$ cat src/rtl/idu_pkg.sv
// Shared IDU definitions: immediate format codes (common to the decoder
// and the encoder), immediate field masks in instruction coordinates,
// and a helper that checks whether a value fits a signed field.
package idu_pkg;

    // ext_opt format codes; 3'b101..3'b111 are illegal
    localparam logic [2:0] EXT_I = 3'b000;
    localparam logic [2:0] EXT_U = 3'b001;
    localparam logic [2:0] EXT_S = 3'b010;
    localparam logic [2:0] EXT_B = 3'b011;
    localparam logic [2:0] EXT_J = 3'b100;

    // Instruction bits owned by each immediate format
    localparam logic [31:0] MASK_I  = 32'hFFF0_0000;  // [31:20]
    localparam logic [31:0] MASK_U  = 32'hFFFF_F000;  // [31:12]
    localparam logic [31:0] MASK_SB = 32'hFE00_0F80;  // [31:25], [11:7]
    localparam logic [31:0] MASK_J  = 32'hFFFF_F000;  // [31:12]

    // Field bit positions
    localparam int POS_OPC_MSB = 6;
    localparam int POS_RD_LSB  = 7;
    localparam int POS_RS1_LSB = 15;
    localparam int POS_RS2_LSB = 20;
    localparam int POS_F7_LSB  = 25;

    // True when v[31:lsb] are all equal, i.e. v is a sign extension of
    // its low lsb+1 bits.
    function automatic logic upper_all_equal(input logic [31:0] v,
                                             input logic [4:0]  lsb);
        logic [31:0] m;
        m = 32'hFFFF_FFFF << lsb;
        return ((v & m) == m) || ((v & m) == 32'h0);
    endfunction

endpackage

$ cat src/rtl/imm_scatter.sv
// Combinational immediate scatter: clears the immediate bits of inst for
// the selected format and fills them from imm.
// Ports:
//   inst     in  32  base instruction
//   ext_opt  in  3   format code (I/U/S/B/J, others illegal)
//   imm      in  32  immediate value (byte offset for B/J)
//   inst_out out 32  instruction with immediate fields written
//   err      out 1   value does not fit / misaligned / illegal format
module imm_scatter
    import idu_pkg::*;
(
    input  logic [31:0] inst,
    input  logic [2:0]  ext_opt,
    input  logic [31:0] imm,
    output logic [31:0] inst_out,
    output logic        err
);

    logic [31:0] mask;
    logic [31:0] field;

    always_comb begin
        mask  = 32'h0;
        field = 32'h0;
        err   = 1'b1;
        case (ext_opt)
            EXT_I: begin
                mask  = MASK_I;
                field = {imm[11:0], 20'h0};
                err   = !upper_all_equal(imm, 5'd11);
            end
            EXT_U: begin
                mask  = MASK_U;
                field = {imm[31:12], 12'h0};
                err   = |imm[11:0];
            end
            EXT_S: begin
                mask  = MASK_SB;
                field = {imm[11:5], 13'h0, imm[4:0], 7'h0};
                err   = !upper_all_equal(imm, 5'd11);
            end
            EXT_B: begin
                mask  = MASK_SB;
                field = {imm[12], imm[10:5], 13'h0, imm[4:1], imm[11], 7'h0};
                err   = imm[0] || !upper_all_equal(imm, 5'd12);
            end
            EXT_J: begin
                mask  = MASK_J;
                field = {imm[20], imm[10:1], imm[11], imm[19:12], 12'h0};
                err   = imm[0] || !upper_all_equal(imm, 5'd20);
            end
            default: begin
                // illegal format: mask stays empty so inst passes through
                mask  = 32'h0;
                field = 32'h0;
                err   = 1'b1;
            end
        endcase
    end

    // Out-of-range values are still written truncated; err is advisory.
    assign inst_out = (inst & ~mask) | field;

endmodule

$ cat src/rtl/imm_encoder.sv
// Immediate encoder: two-stage valid/ready pipeline around imm_scatter,
// with sticky error flag and saturating encode/error counters.
// Ports:
//   clock, reset        clock, synchronous active-high reset
//   in_valid/in_ready   request handshake
//   in_inst/in_ext_opt/in_imm  request payload
//   out_valid/out_ready result handshake
//   out_inst/out_err    encoded instruction and error flag
//   err_sticky          set by any errored output handshake
//   clr                 clears err_sticky and both counters
//   enc_cnt/err_cnt     saturating handshake / errored-handshake counts
module imm_encoder
    import idu_pkg::*;
#(
    parameter int CNT_W = 16
) (
    input  logic             clock,
    input  logic             reset,
    input  logic             in_valid,
    output logic             in_ready,
    input  logic [31:0]      in_inst,
    input  logic [2:0]       in_ext_opt,
    input  logic [31:0]      in_imm,
    output logic             out_valid,
    input  logic             out_ready,
    output logic [31:0]      out_inst,
    output logic             out_err,
    output logic             err_sticky,
    input  logic             clr,
    output logic [CNT_W-1:0] enc_cnt,
    output logic [CNT_W-1:0] err_cnt
);

    logic        s0_valid_reg;
    logic [31:0] s0_inst_reg;
    logic [2:0]  s0_ext_reg;
    logic [31:0] s0_imm_reg;

    logic        s1_valid_reg;
    logic [31:0] s1_inst_reg;
    logic        s1_err_reg;

    logic        s0_adv;
    logic        in_hs;
    logic        out_hs;
    logic [31:0] enc_inst;
    logic        enc_err;

    // Stage 1 can take new data when empty or draining this cycle.
    assign s0_adv   = !s1_valid_reg || out_ready;
    assign in_ready = !s0_valid_reg || s0_adv;
    assign in_hs    = in_valid && in_ready;
    assign out_hs   = s1_valid_reg && out_ready;

    imm_scatter u_scatter (
        .inst     (s0_inst_reg),
        .ext_opt  (s0_ext_reg),
        .imm      (s0_imm_reg),
        .inst_out (enc_inst),
        .err      (enc_err)
    );

    always_ff @(posedge clock) begin
        if (reset) begin
            s0_valid_reg <= 1'b0;
            s0_inst_reg  <= 32'h0;
            s0_ext_reg   <= 3'b000;
            s0_imm_reg   <= 32'h0;
        end else if (in_hs) begin
            s0_valid_reg <= 1'b1;
            s0_inst_reg  <= in_inst;
            s0_ext_reg   <= in_ext_opt;
            s0_imm_reg   <= in_imm;
        end else if (s0_adv) begin
            s0_valid_reg <= 1'b0;
        end
    end

    // s1 follows s0 whenever it advances; an empty s0 drains s1.
    always_ff @(posedge clock) begin
        if (reset) begin
            s1_valid_reg <= 1'b0;
            s1_inst_reg  <= 32'h0;
            s1_err_reg   <= 1'b0;
        end else if (s0_adv) begin
            s1_valid_reg <= s0_valid_reg;
            if (s0_valid_reg) begin
                s1_inst_reg <= enc_inst;
                s1_err_reg  <= enc_err;
            end
        end
    end

    assign out_valid = s1_valid_reg;
    assign out_inst  = s1_inst_reg;
    assign out_err   = s1_err_reg;

    // Counter 0 counts all output handshakes, counter 1 errored ones.
    logic             cnt_inc [2];
    logic [CNT_W-1:0] cnt_reg [2];

    assign cnt_inc[0] = out_hs;
    assign cnt_inc[1] = out_hs && s1_err_reg;

    for (genvar gi = 0; gi < 2; gi++) begin : g_cnt
        always_ff @(posedge clock) begin
            if (reset || clr) begin
                cnt_reg[gi] <= '0;
            end else if (cnt_inc[gi] && !(&cnt_reg[gi])) begin
                cnt_reg[gi] <= cnt_reg[gi] + 1'b1;
            end
        end
    end

    assign enc_cnt = cnt_reg[0];
    assign err_cnt = cnt_reg[1];

    logic err_sticky_reg;

    always_ff @(posedge clock) begin
        if (reset || clr) begin
            err_sticky_reg <= 1'b0;
        end else if (out_hs && s1_err_reg) begin
            err_sticky_reg <= 1'b1;
        end
    end

    assign err_sticky = err_sticky_reg;

endmodule

$ cat config.mk
export PLATFORM = sky130hd
export DESIGN_NAME = imm_encoder
export DESIGN_NICKNAME = d
export VERILOG_FILES = /design/src/rtl/idu_pkg.sv /design/src/rtl/imm_scatter.sv /design/src/rtl/imm_encoder.sv
export SDC_FILE = /design/constraint.sdc
export NUM_CORES = 1
export LEC_CHECK = 0
export BUFFER_PORTS_ARGS = -buffer_cell sky130_fd_sc_hd__buf_4
export CORE_UTILIZATION = 50
export DETAILED_ROUTE_END_ITERATION = 10
export GPL_TIMING_DRIVEN = 1
export PLACE_DENSITY = 0.72
export SKIP_CTS_REPAIR_TIMING = 1
export SYNTH_ARGS = -nofsm -noshare
export SYNTH_HDL_FRONTEND = slang
export SYNTH_SLANG_ARGS = --single-unit
$ cat constraint.sdc
create_clock -name clock -period 3.6 [get_ports clock]
set_clock_uncertainty 0.1 [all_clocks]
set_input_delay 0.72 -clock clock [delete_from_list [all_inputs] [get_ports clock]]
set_output_delay 0.72 -clock clock [all_outputs]
set_load 0.01 [all_outputs]
# == Word level (Yosys, flattened, before mapping) ==
# Memory sizes are Yosys's and may differ from the RTL's.
# Cells that the tools add are included.
# op_classes
add_sub_neg,2
n_eq_ne,7
muxes,15
n_bitwise,5
reduce_logical,32
# op_table
op,n
$pmux W32 S5,1
$logic_not A32 Y1,3
$pmux W32 S3,1
$add A16 B1 Y16 const B,2
$and A32 B32 Y32,1
$mux W16,2
$not A32 Y32,1
$or A32 B32 Y32,1
$reduce_and A16 Y1,2
$eq A21 B21 Y1 const B,1
$eq A20 B20 Y1 const B,1
$eq A12 B12 Y1 const B,1
$reduce_or A12 Y1,1
$mux W1,10
$logic_or A1 B1 Y1,8
$logic_not A1 Y1,7
$eq A3 B2 Y1 const B,2
$reduce_or A2 Y1,3
$logic_and A1 B1 Y1,5
$pmux W1 S4,1
$eq A3 B1 Y1 const B,1
$eq A3 B3 Y1 const B,1
$logic_not A3 Y1,1
$or A1 B1 Y1,2
2 further kinds,2
# totals
reg_bits,103
ram_bits,32
input_bits,72
out_inout_bits,68
wordCells,70
n_memories,1
# mem_list
memory,depth,width,rd,rd_clocked_by_memory_dff,wr,line_no,text
cnt_reg,2,16,2,0,2,imm_encoder.sv:100,logic [CNT_W-1:0] cnt_reg [2];

# == Depth between registers and ports, before layout ==
# Gate-level depths: netlist (run 1).
# depth
depth_word,7
ltp_mapped,8
depth_no_buf,6

# == Modules after synthesis ==
# A second synthesis (run 1) with hierarchy kept.
# hier_totals
cells_unflattened,746
hier_area_um2,6062.1
# modules_own_cells
mod,n_inst,cells_each,area_each_um2,seq_area_each_um2
imm_encoder,1,614,5241.3,3022.9
imm_scatter,1,132,820.8,0.0

# == Least setup slack after synthesis (run 1) ==
# OpenSTA, ideal clock, no wires.
# synth_path
path_type,reg-to-reg
start,memory cnt_reg[1][0]
end,"memory cnt_reg[1][0], enable pin"
setup_time_ns,0.362
arrival_time_ns,1.649
required_time_ns,3.138
path_slack_ns,1.489
path_stages_with_launch,6
n_path_buf,0
synth_period_minus_slack_ns,2.111
cell_sequence,edfxtp_1 > ha_1 > nand3_1 > nor3_1 > a31o_1 > nand2_1
# synth_rtl
element,line_no
"start, declared",imm_encoder.sv:100

==> results of run 1 <==
==> where the power goes <==
group	internal (mW)	switching [mW]	leakage (nW)
combinational	0.184	0.193	1.48
sequential	1.64	0.0839	1.21
clock	1.11	0.615	0.290
total	2.93	0.892	2.98
==> stage by stage <==
step,area [µm²],total power [mW]
final,7570,3.82
after CTS,7570,3.84
after global placement,6970,2.12
after detailed placement,6970,2.13
after floorplan,5890,1.94
after global routing,7570,3.97
==> layer usage <==
metal  vias to the layer above  share of wire [%]  track usage (%)
met1                      2487                 47             32.9
met2                       160                 48             38.3
li1                       2635                  -                -
met3                        14                4.6             3.73
met4                         0                1.1             7.82
met5                         -                  0                0
==> layout by cell type, fill, tap and decap left out, types with 2 or more instances in the layout <==
| cell type | instances |
|---|---|
| a21oi_1 | 90 |
| o221ai_1 | 5 |
| and3_4 | 2 |
| and3_1 | 4 |
| nor3_1 | 6 |
| ha_1 | 2 |
| xor2_1 | 13 |
| clkbuf_16 | 17 |
| clkbuf_8 | 5 |
| nand3_1 | 18 |
| mux2_2 | 2 |
| xnor2_1 | 15 |
| clkinv_2 | 2 |
| edfxtp_1 | 32 |
| o21ai_0 | 15 |
| nand4_1 | 8 |
| bufinv_16 | 2 |
| nor2_1 | 59 |
| o22a_1 | 4 |
| buf_4 | 146 |
| dfxtp_1 | 103 |
| nor4_1 | 7 |
| or3_1 | 2 |
| nor2b_1 | 2 |
| and2_1 | 2 |
| inv_1 | 6 |
| a311oi_1 | 6 |
| o21a_1 | 2 |
| a31oi_1 | 7 |
| a211oi_1 | 8 |
| clkbuf_1 | 3 |
| nand2_1 | 193 |
| nand2b_1 | 12 |
| mux2i_1 | 11 |
| clkinvlp_4 | 2 |
==> how the worst max path moves through the flow <==
stage / to / cells past startpoint / from
2_1_floorplan: cnt_reg[1][0] / 5 / cnt_reg[1][0]
3_3_place_gp: s0_ext_reg[0] / 7 / out_ready
3_5_place_dp: s0_ext_reg[0] / 7 / out_ready
4_1_cts: cnt_reg[1][2] / 5 / cnt_reg[1][0]
5_1_grt: cnt_reg[1][2] / 6 / cnt_reg[1][0]
6_report: cnt_reg[1][10] / 6 / cnt_reg[1][0]
==> cell type report <==
| class | instances | area share, % |
|---|---|---|
| Timing Repair Buffer | 146 | 14.5 |
| Clock inverter | 7 | 1.21 |
| Multi-Input combinational cell | 512 | 35.0 |
| Sequential cell | 135 | 39.9 |
| Tap cell | 143 | 2.36 |
| Clock buffer | 25 | 6.68 |
| Inverter | 6 | 0.298 |
==> worst register-to-register path, cell delays in order, from the launching register on <==
cell      delay (ns)
edfxtp_1        0.43
ha_1            0.21
nand3_1         0.17
nor3_1          0.55
a31o_1          0.24
or3_1           0.45
nor2_1          0.12
==> cells by family (layout without fill, tap and decap cells) <==
kind of cell | after synthesis | after routing | share of synthesized area, %
fa+ha+maj | 2 | 2 | 0.425
mux | 13 | 13 | 2.25
buf+inv | 52 | 184 | 3.82
flops | 135 | 135 | 51.3
xor+xnor | 28 | 28 | 4.16
compound gates | 145 | 145 | 14.5
simple gates | 324 | 324 | 23.5
==> reports/results.ini, run 1 <==
[status]
status=completed

[min_path]
hold_start=s0_inst_reg[0]
worst_hold_path.num_cells=2
hold_class=reg2reg
hold-path-endpoint=out_inst[0]

[timing]
report.final.slew_viol_count=0
grt_setup_unrepaired=false
period_share_pct=70.6
period_minus_slack_ns=2.54
setup_violations=0
worst_pin_slew_ns=0.818
finalHoldViolCount=0
setup_slack_ns=1.06
max_freq_mhz=393
tns_ns=0
maxSlewHeadroom_pct=45.4
hold_slack_ns=0.353

[die]
start_util_pct=51.4
placementRows=39
design.core.area_mm2=0.0115
die_y_um=111
boundaryPins=140
die-area_mm2=0.0122
die_x_um=111

[detailed_routing]
drtIter0Drc=457
vias=5296
detail_route.wl_per_cell_um=14.6
viasPerCell=5.44
wl_um=14200
drc_errors=0
firstDrtPassIters=7
ant_nets=0

[layout]
regArea_mm2=0.00302
fin_util_pct=66.0
drive_above_1_share_pct=22.5
multi_input_area_mm2=0.00265
finalNonFillerCells=974
diodes=0
area.growth.synth_to_final_pct=28.5
layout.nets=892
fillers=985

[synth]
ys_warn_count=0
synth.most_common_cell=nand2_1
synth_area_leaders=dfxtp_1, edfxtp_1, nand2_1, a21oi_1, nor2_1
synth_top_cell_by_area=dfxtp_1
synthCells=699
synth_nets=773
synth-edff-count=32
synth_top_area_share_pct=35.0
syn_area_mm2=0.00589
synth_ff_type=dfxtp_1
ys_seq_area_share_pct=51.3
syn_area_per_cell_um2=8.43
synthArstFlopShare_pct=0
yosysUniqueCellTypes=47
netlist_top_cells_count=nand2_1, dfxtp_1, a21oi_1
ys_seq_elements=135

[place]
detailedPlace.worstSlack_ns=1.01
dp_cells=942
place.gp.congestion=0.865
io_buffers=139
place_hpwl_um=9940

[worst_setup_path]
crit_chain=ha_1, nand3_1, nor3_1, a31o_1, or3_1, nor2_1
reg2reg_to=cnt_reg[1][10]
path_max_fanout=16
crit_type=reg2reg
max_stage_delay_ns=0.55
r2r-start=cnt_reg[1][0]
regToRegSetupSlack_ns=1.06
cp-start-kind=flop
crit_path_end_kind=flop
path_buf_inv=0
cp.arrival_ns=2.59
r2r_cells=6
worstPathRequired_ns=3.65
cp_top_family=simple AND/OR/NAND/NOR gates
cp_slowest_cell=nor3_1

[global_route]
first_global_vias=4994
grt_pass1_wl_um=23800
grt_max_degree=68
grt_overflow=0
grt_util_all_layers_pct=23.8
antenna_found_initial=0

[power_and_ir_drop]
p_per_area_mw_per_mm2=505
cellLeakagePower_nw=2.98
ir_drop_mv=0.294

[clocking]
cts-root-buf=clkbuf_16
clockBufferDepth=2
cts_sinks=135
cts_tree=built
cts_buffers=17
clk_latency_ns=0.41
cts_htree_levels=4
clkTransAtPathRegs_ns=0.06

[flow_run]
timing.max_cap.violations=0

Power figures use the tool's default switching activity.
==> inputs of run 2 (changes only) <==
- ABC_AREA: unset -> 1
- CORE_UTILIZATION: 50 -> 49
- PLACE_DENSITY: 0.72 -> 0.74
- clock period: 3.6 -> 2.2 ns (I/O delays scaled with it)
==> run 2 against run 1 <==
Against the previous run: sequential cell count did not move; setup slack got worse by 0.81 ns; via count rose by 4.8%; sequential share of layout area fell by 1.2 points; clock power rose by 61%; critical path type unchanged; register-to-register slack got worse by 0.81 ns; non-clock buffer count rose by 5; core utilization fell by 1.1 points; worst hold slack got worse by 0.22 ns; total power rose by 66%; die area rose by 4.1%; sequential power rose by 65%.
==> reports/results.ini, run 2 <==
[synth]
syn_area_per_cell_um2=7.66  ; -9.1%
ys_seq_elements=135  ; unchanged
synth_top_area_share_pct=34.3  ; -0.72 points
syn_area_mm2=0.00601  ; +2.1%
ys_warn_count=0  ; unchanged
yosysUniqueCellTypes=33  ; -30%
synth-edff-count=32  ; unchanged
synth.most_common_cell=nor2_1
synth_nets=859  ; +11%
synth_ff_type=dfxtp_1
ys_seq_area_share_pct=50.3  ; -1.1 points
synth_top_cell_by_area=dfxtp_1
netlist_top_cells_count=nor2_1, nand2_1, dfxtp_1
synth_area_leaders=dfxtp_1, edfxtp_1, nor2_1, o21ai_0, nand2_1
synthCells=785  ; +12%
synthArstFlopShare_pct=0  ; unchanged

[timing]
report.final.slew_viol_count=0  ; unchanged
grt_setup_unrepaired=false
maxSlewHeadroom_pct=66.1  ; +21 points
max_freq_mhz=511  ; +30%
period_share_pct=88.9  ; +18 points
setup_violations=0  ; unchanged
period_minus_slack_ns=1.96  ; -0.586 ns
tns_ns=0  ; unchanged
worst_pin_slew_ns=0.507  ; -0.311 ns
hold_slack_ns=0.130  ; -0.224 ns
finalHoldViolCount=0  ; unchanged

[min_path]
hold_class=in2reg

[worst_setup_path]
critPathCapture=cnt_reg[1][2]
cp-start-kind=flop
worstPathRequired_ns=2.25  ; -1.40 ns
cp.arrival_ns=2.00  ; -0.59 ns
path_max_fanout=16  ; unchanged
crit_type=reg2reg
crit_path_end_kind=flop
r2r_cells=8  ; +2
crit_start=cnt_reg[1][0]
reg2reg_to=cnt_reg[1][2]
regToRegSetupSlack_ns=0.24  ; -0.81 ns
r2r-start=cnt_reg[1][0]

[die]
die_y_um=113  ; +2.0%
start_util_pct=50.1  ; -1.3 points
placementRows=40  ; +2.6%
design.core.area_mm2=0.0120  ; +4.7%
die-area_mm2=0.0127  ; +4.1%
boundaryPins=140  ; unchanged
die_x_um=113  ; +2.0%

[clocking]
clk_latency_ns=0.42  ; about the same
cts_buffers=17  ; unchanged
clockBufferDepth=2  ; unchanged
cts_sinks=135  ; unchanged
clkTransAtPathRegs_ns=0.06  ; about the same
cts_htree_levels=4  ; unchanged
cts-root-buf=clkbuf_16
cts_tree=built

[detailed_routing]
wl_um=14500  ; +2.4%
detail_route.wl_per_cell_um=13.5  ; -7.7%
vias=5548  ; +4.8%
viasPerCell=5.14  ; -5.5%
firstDrtPassIters=6  ; -1
drtIter0Drc=432  ; -5.5%
drc_errors=0  ; unchanged
ant_nets=0  ; unchanged

[status]
status=completed

[global_route]
grt_util_all_layers_pct=24.0  ; +0.12 points
antenna_found_initial=0  ; unchanged
first_global_vias=5145  ; +3.0%
grt_pass1_wl_um=24100  ; +1.0%
grt_max_degree=68  ; unchanged
grt_overflow=0  ; unchanged

[power_and_ir_drop]
switching_share_pct=24.8  ; +1.5 points
p_per_area_mw_per_mm2=814  ; +61%
ir_drop_mv=0.571  ; +94%
clockPowerShare_pct=44.1  ; -1.0 points
fin_total_pwr_mw=6.34  ; +66%
switchingPower_mw=1.57  ; +76%
p_seq_share_pct=44.7  ; -0.3 points
cellLeakagePower_nw=3.40  ; +14%
combinationalPowerShare_pct=11.3  ; +1.4 points
internal_power_mw=4.77  ; +63%

[layout]
area.growth.synth_to_final_pct=29.6
fin_util_pct=64.9  ; -1.1 points
fin_area_mm2=0.00779  ; +3.0%
diodes=0  ; unchanged
final_cell_mix=nor2_1, buf_4, nand2_1
drive_above_1_share_pct=21.4  ; -1.1 points
layout.nets=994  ; +11%
final_common_cell=nor2_1
fillers=1080  ; +9.6%

[place]
place_area_mm2=0.00720  ; +3.2%
place.gp.congestion=0.890  ; +2.8%
place_hpwl_um=10300  ; +3.3%
io_buffers=139  ; unchanged

[flow_run]
timing.max_cap.violations=0  ; unchanged

[run 2: kinds of logic (layout without fill, tap and decap cells)]
logic type                 after synthesis  count (layout)  share of synthesized area (%)
DFF                                    135             135                           50.3
AOI/OAI and AO/OA                      191             191                           17.2
and+or+nand+nor                        345             345                           23.6
xor gates and xnor gates                13              13                           1.89
adders and majority gates                2               2                          0.416
buffers and inverters                   99             247                           6.64
[run 2: worst max-delay path, stage by stage (launching register included)]
cell and delay (ns):
edfxtp_1 0.39, ha_1 0.18, nand2_1 0.05, inv_1 0.13, nand2_4 0.08, nor2_4 0.14, nand2_2 0.10, o211ai_4 0.41
nor3_1 0.10
[run 2: final cells by class]
| cell class | count | area, µm² | share of cell area [%] |
|---|---|---|---|
| clock buffers | 23 | 509 | 6.53 |
| clock inverters | 9 | 86.3 | 1.11 |
| inverters | 64 | 240 | 3.08 |
| multi-input cells | 551 | 2590 | 33.3 |
| flip-flops and latches | 135 | 3020 | 38.8 |
| well taps | 147 | 184 | 2.36 |
| repair buffers | 151 | 1160 | 14.9 |
[run 2: how the worst min path moves through the flow]
stage	from	endpoint	slack, ns	cells after the start
2_1_floorplan	s0_inst_reg[31]	s0_inst_reg[31]	0.33	2
3_3_place_gp	s0_inst_reg[31]	s0_inst_reg[31]	0.35	2
3_5_place_dp	s0_inst_reg[31]	s0_inst_reg[31]	0.35	2
4_1_cts	reset	s0_valid_reg	0.11	2
5_1_grt	reset	out_inst[31]	0.12	2
6_report	reset	out_inst[31]	0.13	2
[run 2: power groups by stage]
| stage | clock [mW] | combinational (mW) | sequential, mW |
|---|---|---|---|
| global placement | 0 | 0.706 | 2.88 |
| global route | 2.97 | 0.805 | 2.85 |
| detailed placement | 0 | 0.714 | 2.88 |
| finish | 2.79 | 0.715 | 2.83 |
| CTS | 2.84 | 0.717 | 2.83 |
| floorplan | 0 | 0.370 | 2.89 |
[run 2: through the flow]
step / setup WS [ns] / instances
floorplan: 0.235 / 785
global placement: 0.298 / 1048
detailed placement: 0.219 / 1048
CTS: 0.231 / 1080
global route: 0.0928 / 1080
finish: 0.245 / 1080
[run 2: routing by layer]
| layer | share of wire (%) | GRT usage, % |
|---|---|---|
| met5 | 0 | 0 |
| met4 | 2.3 | 11.1 |
| met3 | 6.8 | 6.59 |
| met2 | 46 | 38.7 |
| met1 | 45 | 29.8 |
